### config.mk
export PLATFORM = sky130hd
export DESIGN_NAME = apb_timer_slave
export DESIGN_NICKNAME = d
export VERILOG_FILES = /design/src/rtl/apb_timer_slave.sv
export SDC_FILE = /design/constraint.sdc
export NUM_CORES = 1
export LEC_CHECK = 0
export ABC_AREA = 1
export BUFFER_PORTS_ARGS = -buffer_cell sky130_fd_sc_hd__buf_2
export CORE_UTILIZATION = 50
export DETAILED_ROUTE_END_ITERATION = 10
export PLACE_DENSITY = 0.82
export SLEW_MARGIN = 40
export SYNTH_ARGS = -nofsm -noshare
export SYNTH_HDL_FRONTEND = slang
export SYNTH_SLANG_ARGS = --single-unit
export TNS_END_PERCENT = 30
### constraint.sdc
create_clock -name PCLK -period 1.5 [get_ports PCLK]
set_input_delay 0.15 -clock PCLK [delete_from_list [all_inputs] [get_ports PCLK]]
set_output_delay 0.15 -clock PCLK [all_outputs]
set_load 0.02 [all_outputs]
### src/rtl/apb_timer_slave.sv
// apb_timer_slave: APB3 32-bit down-counting timer with 16-bit prescaler, periodic reload and level IRQ.
// Define APB_TIMER_PSTRB_EN to add the PSTRB port and byte-masked register writes.
module apb_timer_slave #(
    parameter logic [31:0] ID_VALUE = 32'h5449_4D52,
    parameter int          ADDR_W   = 8
) (
    input  logic              PCLK,
    input  logic              PRESET,
    input  logic              PSEL,
    input  logic              PENABLE,
    input  logic [ADDR_W-1:0] PADDR,
    input  logic              PWRITE,
    input  logic [31:0]       PWDATA,
`ifdef APB_TIMER_PSTRB_EN
    input  logic [3:0]        PSTRB,
`endif
    output logic [31:0]       PRDATA,
    output logic              PREADY,
    output logic              PSLVERR,
    output logic              IRQ
);
    typedef enum logic [1:0] {IDLE, RWAIT, DONE} state_e;

    state_e            state_q, state_d;
    logic [2:0]        ctrl_q, ctrl_d;
    logic [31:0]       load_q, load_d, value_q, value_d, prdata_q, prdata_d;
    logic [15:0]       prescale_q, prescale_d, pcnt_q, pcnt_d;
    logic              intstat_q, intstat_d, irq_q, irq_d, pslverr_q, pslverr_d;
    logic [3:0]        strb;
    logic [31:0]       wmask, load_wr, rdata;
    logic [15:0]       prescale_wr;
    logic [ADDR_W-3:0] idx;
    logic              acc, bad_addr, wr_err, wr_ok, wr_ctrl, wr_load, wr_pre, w1c, tick, expire;
    logic              unused_addr;

`ifdef APB_TIMER_PSTRB_EN
    assign strb = PSTRB;
`else
    assign strb = 4'hF;
`endif

    assign unused_addr = ^PADDR[1:0];
    assign idx         = PADDR[ADDR_W-1:2];
    assign wmask       = {{8{strb[3]}}, {8{strb[2]}}, {8{strb[1]}}, {8{strb[0]}}};
    assign load_wr     = (load_q & ~wmask) | (PWDATA & wmask);
    assign prescale_wr = (prescale_q & ~wmask[15:0]) | (PWDATA[15:0] & wmask[15:0]);

    assign acc      = PSEL && PENABLE && state_q == IDLE;
    assign bad_addr = idx > 5;
    assign wr_err   = bad_addr || idx == 2 || idx == 5;
    assign wr_ok    = acc && PWRITE && !wr_err;
    assign wr_ctrl  = wr_ok && idx == 0 && strb[0];
    assign wr_load  = wr_ok && idx == 1 && |strb;
    assign wr_pre   = wr_ok && idx == 3;
    assign w1c      = wr_ok && idx == 4 && strb[0] && PWDATA[0];

    // A CTRL write that clears EN swallows a coincident tick.
    assign tick   = ctrl_q[0] && pcnt_q == prescale_q && !(wr_ctrl && !PWDATA[0]);
    assign expire = tick && value_q == '0;

    assign rdata = idx == 0 ? {29'd0, ctrl_q} :
                   idx == 1 ? load_q :
                   idx == 2 ? value_q :
                   idx == 3 ? {16'd0, prescale_q} :
                   idx == 4 ? {31'd0, intstat_q} : ID_VALUE;

    // Writes complete with zero wait states; reads use the RWAIT/DONE sequence.
    assign PREADY  = state_q == RWAIT || (acc && PWRITE);
    assign PSLVERR = state_q == RWAIT ? pslverr_q : acc && PWRITE && wr_err;
    assign PRDATA  = state_q == RWAIT ? prdata_q : '0;
    assign IRQ     = irq_q;

    always_comb begin
        ctrl_d     = wr_ctrl ? PWDATA[2:0] : {ctrl_q[2:1], ctrl_q[0] && !(expire && !ctrl_q[1])};
        load_d     = wr_load ? load_wr : load_q;
        value_d    = wr_load ? load_wr : !tick ? value_q : !expire ? value_q - 32'd1 : ctrl_q[1] ? load_q : '0;
        prescale_d = wr_pre ? prescale_wr : prescale_q;
        pcnt_d     = (wr_load || (wr_ctrl && PWDATA[0] && !ctrl_q[0])) ? '0 :
                     !ctrl_q[0] ? pcnt_q : pcnt_q == prescale_q ? '0 : pcnt_q + 16'd1;
        intstat_d  = expire || (intstat_q && !w1c);
        irq_d      = intstat_q && ctrl_q[2];
        state_d    = state_q == IDLE ? (acc && !PWRITE ? RWAIT : IDLE) : state_q == RWAIT ? DONE : IDLE;
        prdata_d   = acc && !PWRITE ? (bad_addr ? '0 : rdata) : prdata_q;
        pslverr_d  = acc && !PWRITE ? bad_addr : pslverr_q;
    end

    always_ff @(posedge PCLK) begin
        if (PRESET) begin
            state_q    <= IDLE;
            ctrl_q     <= '0;
            load_q     <= '0;
            value_q    <= '0;
            prescale_q <= '0;
            pcnt_q     <= '0;
            intstat_q  <= 1'b0;
            irq_q      <= 1'b0;
            prdata_q   <= '0;
            pslverr_q  <= 1'b0;
        end else begin
            state_q    <= state_d;
            ctrl_q     <= ctrl_d;
            load_q     <= load_d;
            value_q    <= value_d;
            prescale_q <= prescale_d;
            pcnt_q     <= pcnt_d;
            intstat_q  <= intstat_d;
            irq_q      <= irq_d;
            prdata_q   <= prdata_d;
            pslverr_q  <= pslverr_d;
        end
    end
endmodule
After elaboration in Yosys (flattened, before gate mapping)
Cells that the tools add are included.
{"block": "classes", "addsub": 2, "order_cmp": 1, "n_eq_ne": 7, "muxes": 17, "n_reduce_logical": 39}
{"cell": "32-bit 2-to-1 mux", "n": 9}
{"cell": "31-bit 2-to-1 mux", "n": 2}
{"cell": "32-bit logical NOT", "n": 1}
{"cell": "32-bit by 1-bit subtractor with 32-bit output, second input constant", "n": 1}
{"cell": "1-bit logical AND", "n": 21}
{"cell": "16-bit by 1-bit adder with 16-bit output, second input constant", "n": 1}
{"cell": "16-bit equality test", "n": 1}
{"cell": "16-bit 2-to-1 mux", "n": 1}
{"cell": "6-bit by 2-bit equality test with 1-bit output, second input constant", "n": 2}
{"cell": "6-bit by 3-bit equality test with 1-bit output, second input constant", "n": 2}
{"cell": "1-bit logical NOT", "n": 8}
{"cell": "6-bit by 1-bit equality test with 1-bit output, second input constant", "n": 1}
{"cell": "6-bit by 3-bit greater-than comparator with 1-bit output, second input constant", "n": 1}
{"cell": "6-bit logical NOT", "n": 1}
{"cell": "1-bit logical OR", "n": 5}
{"cell": "2-bit 2-to-1 mux", "n": 2}
{"cell": "1-bit 2-to-1 mux", "n": 3}
{"cell": "2-bit by 1-bit equality test with 1-bit output, second input constant", "n": 1}
{"cell": "2-bit logical NOT", "n": 1}
{"cell": "2-bit nonzero test", "n": 1}
{"cell": "2-bit OR reduction", "n": 1}
{"block": "word_totals", "reg_bits": 136, "in_bits": 45, "output_inout_bits": 35, "wordCells": 77}

Longest topological paths before layout
{"block": "depth", "word_depth": 14, "depth_mapped": 14, "mapped_depth_nobuf": 13}

Least setup slack after synthesis
No wires, ideal clock.
{"block": "synth_timing", "path_type": "register -> register", "start": "register value_q[0]", "end": "register value_q[30]", "arrival_time_ps": 1534, "setup_slack_ps": -153, "path_stages_with_launch": 11, "n_path_buf": 0, "cell_sequence": "dfxtp_1 inv_1 ha_1 nand2_1 nor2_1 nand2_1 nor2_1 xor2_1 nand2_1 nand2_1 a21oi_1"}
{"block": "synth_between", "elab_chain_cells": 5, "word_cells_on_any_way": 6, "cone_classes": "add/sub: 1; mux: 3; reduce/logical: 2"}
{"item": "from (decl)", "line": "26", "source": "logic [31:0] load_q, load_d, value_q, value_d, prdata_q, prdata_d;"}
{"item": "from (signal assigned)", "line": "103", "source": "value_q <= value_d;"}
{"item": "parallel branches: the longest is 2 deep, another holds 32-bit by 1-bit subtractor with 32-bit output"}
{"item": "32-bit 2-to-1 mux * (3 in series)", "line": "76", "source": "value_d = wr_load ? load_wr : !tick ? value_q : !expire ? value_q - 32'd1 : ctrl_q[1] ? load_q : '0;"}
Every way passes the cells marked *. The select of a mux whose other input is x is not followed.
A chain may end at the register's enable or synchronous reset.

Final worst setup path
{"block": "layout_timing", "start": "register prescale_q[2]", "end": "register value_q[4]"}
{"block": "layout_between", "elab_chain_cells": 7, "word_cells_on_any_way": 8, "cone_classes": "eq/ne: 1; mux: 3; reduce/logical: 4"}
{"item": "from (decl)", "line": "27", "source": "logic [15:0] prescale_q, prescale_d, pcnt_q, pcnt_d;"}
{"item": "from (signal assigned)", "line": "104", "source": "prescale_q <= prescale_d;"}
{"item": "16-bit equality test *", "line": "58", "source": "assign tick = ctrl_q[0] && pcnt_q == prescale_q && !(wr_ctrl && !PWDATA[0]);"}
{"item": "1-bit logical AND * (2 in series)", "line": "58"}
{"item": "1-bit logical AND", "line": "59", "source": "assign expire = tick && value_q == '0;"}
{"item": "32-bit 2-to-1 mux (3 in series)", "line": "76"}
Mark *: on every way between the ends. The rest lies on a longest branch, timed or not. The select of a mux whose other input is x is not followed.

==> flow_results.xml <==
<?xml version="1.0" encoding="UTF-8"?>
<metrics>
  <group name="pwr">
    <metric name="worst_ir_drop_vdd" unit="uV">787</metric>
    <metric name="power.share.switching" unit="">0.259</metric>
    <metric name="power.combinational.fraction" unit="">0.059</metric>
    <metric name="p_leak" unit="nW">5.09</metric>
    <metric name="pwr_density_cell" unit="nW/um^2">681</metric>
    <metric name="power.internal" unit="W">0.00591</metric>
    <metric name="p_clk_frac" unit="">0.487</metric>
    <metric name="net-switching-power" unit="W">0.00207</metric>
    <metric name="pwr-share-seq" unit="">0.453</metric>
  </group>
  <group name="timing">
    <metric name="postLayoutSetupSlackWorst" unit="ns">-0.465</metric>
    <metric name="timing.fmax" unit="GHz">0.509</metric>
    <metric name="fin_crit" unit="ns">1.97</metric>
    <metric name="final_max_slew_viol_count" unit="">0</metric>
    <metric name="final.hold.worst_slack" unit="ns">0.00656</metric>
    <metric name="max_slew.worst_pin.slew" unit="ns">0.427</metric>
    <metric name="fin_tns_setup" unit="ns">-23.94</metric>
    <metric name="rsz0062_at_grt" unit="">yes</metric>
    <metric name="timing.clock.skew" unit="ns">0.00859</metric>
    <metric name="final-hold-violation-count" unit="">0</metric>
    <metric name="setup-violations-final" unit="">143</metric>
    <metric name="timing.final.crit_share" unit="">1.31</metric>
    <metric name="worst_slew_margin_rel" unit="">0.715</metric>
  </group>
  <group name="logic_synthesis">
    <metric name="yosys_warnings" unit="">0</metric>
    <metric name="netlist-cell-type-count" unit="">43</metric>
    <metric name="syn-num-nets" unit="">1314</metric>
    <metric name="syn_area" unit="um^2">7980</metric>
    <metric name="post-synth-top-area-fraction" unit="">0.341</metric>
    <metric name="synth_top_cell_by_area" unit="">dfxtp_1</metric>
    <metric name="yosys-top-cells-area" unit="">dfxtp_1 34%, nand2_1 15%, inv_1 8.7%</metric>
    <metric name="synth.avg_cell_area" unit="um^2">6.31</metric>
    <metric name="synth-edff-count" unit="">0</metric>
    <metric name="synth.cells.most_frequent" unit="">309 x nand2_1, 185 x inv_1, 172 x nor2_1</metric>
    <metric name="async_flop_share" unit="">0</metric>
    <metric name="synth_seq_area_share" unit="">0.341</metric>
    <metric name="count_leader_synth" unit="">nand2_1</metric>
    <metric name="synth.ff_latch_count" unit="">136</metric>
    <metric name="postSynthCellCount" unit="">1266</metric>
    <metric name="yosys_most_used_dff" unit="">dfxtp_1</metric>
  </group>
  <group name="placement">
    <metric name="io_buffers" unit="">77</metric>
    <metric name="gp_routability_congestion" unit="">1.01</metric>
    <metric name="dp_cells" unit="">1706</metric>
    <metric name="post-dp-hpwl" unit="mm">19.9</metric>
    <metric name="pre_cts_slack" unit="ns">-0.442</metric>
  </group>
  <group name="critical_path">
    <metric name="critical_path.startpoint" unit="">prescale_q[2]</metric>
    <metric name="critical_path.startpoint_type" unit="">register</metric>
    <metric name="required" unit="ns">1.81</metric>
    <metric name="r2r_start" unit="">prescale_q[2]</metric>
    <metric name="timing.critical_path.fanout_max" unit="">14</metric>
    <metric name="critical_path.endpoint_type" unit="">register</metric>
    <metric name="arrival" unit="ns">2.28</metric>
    <metric name="critPathKind" unit="">register to register</metric>
  </group>
  <group name="final_layout">
    <metric name="final_core_util" unit="">0.762</metric>
    <metric name="finalNetCount" unit="">1584</metric>
    <metric name="antenna-diode-count" unit="">0</metric>
    <metric name="stdcell_count" unit="">1760</metric>
    <metric name="drive_gt1_frac" unit="">0.374</metric>
    <metric name="area_growth" unit="%">46.7</metric>
  </group>
  <group name="floorplan">
    <metric name="io-pin-count" unit="">80</metric>
    <metric name="initial_utilization" unit="">0.519</metric>
    <metric name="floorplan.core_area" unit="um^2">15400</metric>
    <metric name="rows" unit="">45</metric>
    <metric name="die_y" unit="um">128</metric>
    <metric name="die_w" unit="um">128</metric>
    <metric name="fp.dieArea" unit="um^2">16500</metric>
  </group>
  <group name="cts">
    <metric name="htree_levels" unit="">4</metric>
    <metric name="tritoncts" unit="">done</metric>
    <metric name="clk-insertion-delay-late" unit="ns">0.44</metric>
    <metric name="clock_tree.buffer_depth" unit="">2</metric>
    <metric name="ctsRootBufferMaster" unit="">clkbuf_16</metric>
    <metric name="numClockSinks" unit="">136</metric>
    <metric name="cts_buffers" unit="">17</metric>
    <metric name="clk_pin_slew" unit="ns">0.06</metric>
  </group>
  <group name="hold_path">
    <metric name="hold_start" unit="">PWDATA[17]</metric>
    <metric name="hold_class" unit="">input pin to register</metric>
  </group>
  <group name="grt">
    <metric name="grt_antenna_before_repair" unit="">0</metric>
    <metric name="grt_use_total" unit="">0.365</metric>
    <metric name="grt_overflow_total" unit="">0</metric>
    <metric name="grt_pass1_wl" unit="mm">46.4</metric>
    <metric name="via_count_of_the_first_global_routing_pass" unit="">9352</metric>
    <metric name="grt_start_max_net_pins" unit="">55</metric>
  </group>
  <group name="route">
    <metric name="first_iter_violations" unit="">1530</metric>
    <metric name="routedWlPerCell" unit="um">18.1</metric>
    <metric name="ant_nets" unit="">0</metric>
    <metric name="route.final.wire_length" unit="mm">31.8</metric>
    <metric name="num_vias" unit="">10200</metric>
    <metric name="drt-pass1-iter-count" unit="">6</metric>
    <metric name="detail_route.vias_per_cell" unit="">5.82</metric>
    <metric name="drc_viols" unit="">0</metric>
  </group>
  <group name="run_status">
    <metric name="status" unit="">finished with violations</metric>
    <metric name="failed_checks" unit="">setup timing</metric>
  </group>
  <group name="flow_run">
    <metric name="cap_viol_max_count" unit="">0</metric>
  </group>
</metrics>
[area by class of cell]
class                      instances  area (um^2)
inverter                         191          724
timing repair buffer             305         2480
clock buffer                      18          429
clock inverter                    14          101
multi-input combinational        885         4940
sequential                       136         2770
fill                             976         3660
tap                              211          264
[cells in the final DEF, fill, tap and decap left out, types with 22 or more instances in the layout]
master and instances:
a21oi_1 94, buf_2 59, buf_4 208, dfxtp_1 103, dfxtp_2 29, inv_1 155
inv_2 33, nand2_1 281, nand2_2 25, nand3_1 43, nand3_2 22, nor2_1 114
nor2_2 60, o21a_1 22, o21ai_0 45, o22ai_1 37
[final timing paths]
kind                 endpoint  slack (ns)  cells after the start
setup / recovery   value_q[4]       -0.47                     14
hold / removal     load_q[17]       0.007                      3
setup reg to reg   value_q[4]       -0.47                     14
hold reg to reg   prdata_q[2]        0.46                      2
[per-stage QoR]
| step | cell area (um^2) | power (W) |
|---|---|---|
| 2_1_floorplan | 8240 | 0.00389 |
| 3_3_place_gp | 10300 | 0.00407 |
| 3_5_place_dp | 10300 | 0.00408 |
| 4_1_cts | 11400 | 0.00789 |
| 5_1_grt | 11700 | 0.00814 |
| 6_report | 11700 | 0.00797 |
[what timing repair did]
item	4_1_cts	5_1_grt
cloned	4	1
buffers inserted	9	3
hold buffers	6	0
resized for setup	120	92
endpoints found under the setup margin	143	164
pin swaps	25	16
endpoints found under the hold margin	6	0
[power groups by stage]
stage	clock (W)	sequential, W	combinational (W)
6_report	0.00389	0.00362	0.000472
3_3_place_gp	0	0.00370	0.000371
5_1_grt	0.00403	0.00361	0.000495
3_5_place_dp	0	0.00370	0.000377
4_1_cts	0.00384	0.00362	0.000433
2_1_floorplan	0	0.00370	0.000187
[critical path, cell delays in order, from the launching register on]
cell and delay, ns:
dfxtp_2 0.34, inv_1 0.06, nand2_1 0.12, nand2_1 0.10, nor2_1 0.13, nand2_1 0.06, nor2_1 0.12, nand2_2 0.10
nor2_4 0.21, nand2_4 0.12, buf_12 0.17, nand3_1 0.09, nand2_1 0.07, inv_1 0.07, a21oi_1 0.06
[registers in the layout, indices dropped and copies added (netlist names)]
| signal | cells |
|---|---|
| IRQ | 1 |
| ctrl_q | 3 |
| intstat_q | 1 |
| load_q | 32 |
| pcnt_q | 16 |
| prdata_q | 32 |
| prescale_q | 16 |
| pslverr_q | 1 |
| state_q | 2 |
| value_q | 32 |
[cells by family (layout without fill, tap and decap cells)]
family                   Yosys count  count (layout)  share of synthesized area
AND/OR/NAND/NOR                  612             613                      0.331
flip-flops                       136             136                      0.341
XOR/XNOR                          18              18                     0.0197
AO/OA/AOI/OAI                    251             251                      0.180
adder cells (fa/ha/maj)            3               3                    0.00470
buffers and inverters            246             528                      0.124
[layer usage]
layer,share of wire,routed length (um),global-route usage,vias up
met5,0,0,0,-
met4,0.067,2120,0.195,0
met3,0.13,3990,0.0906,242
met2,0.44,14100,0.598,825
met1,0.36,11600,0.443,4590
li1,-,-,-,4581
Power figures use the tool's default switching activity.
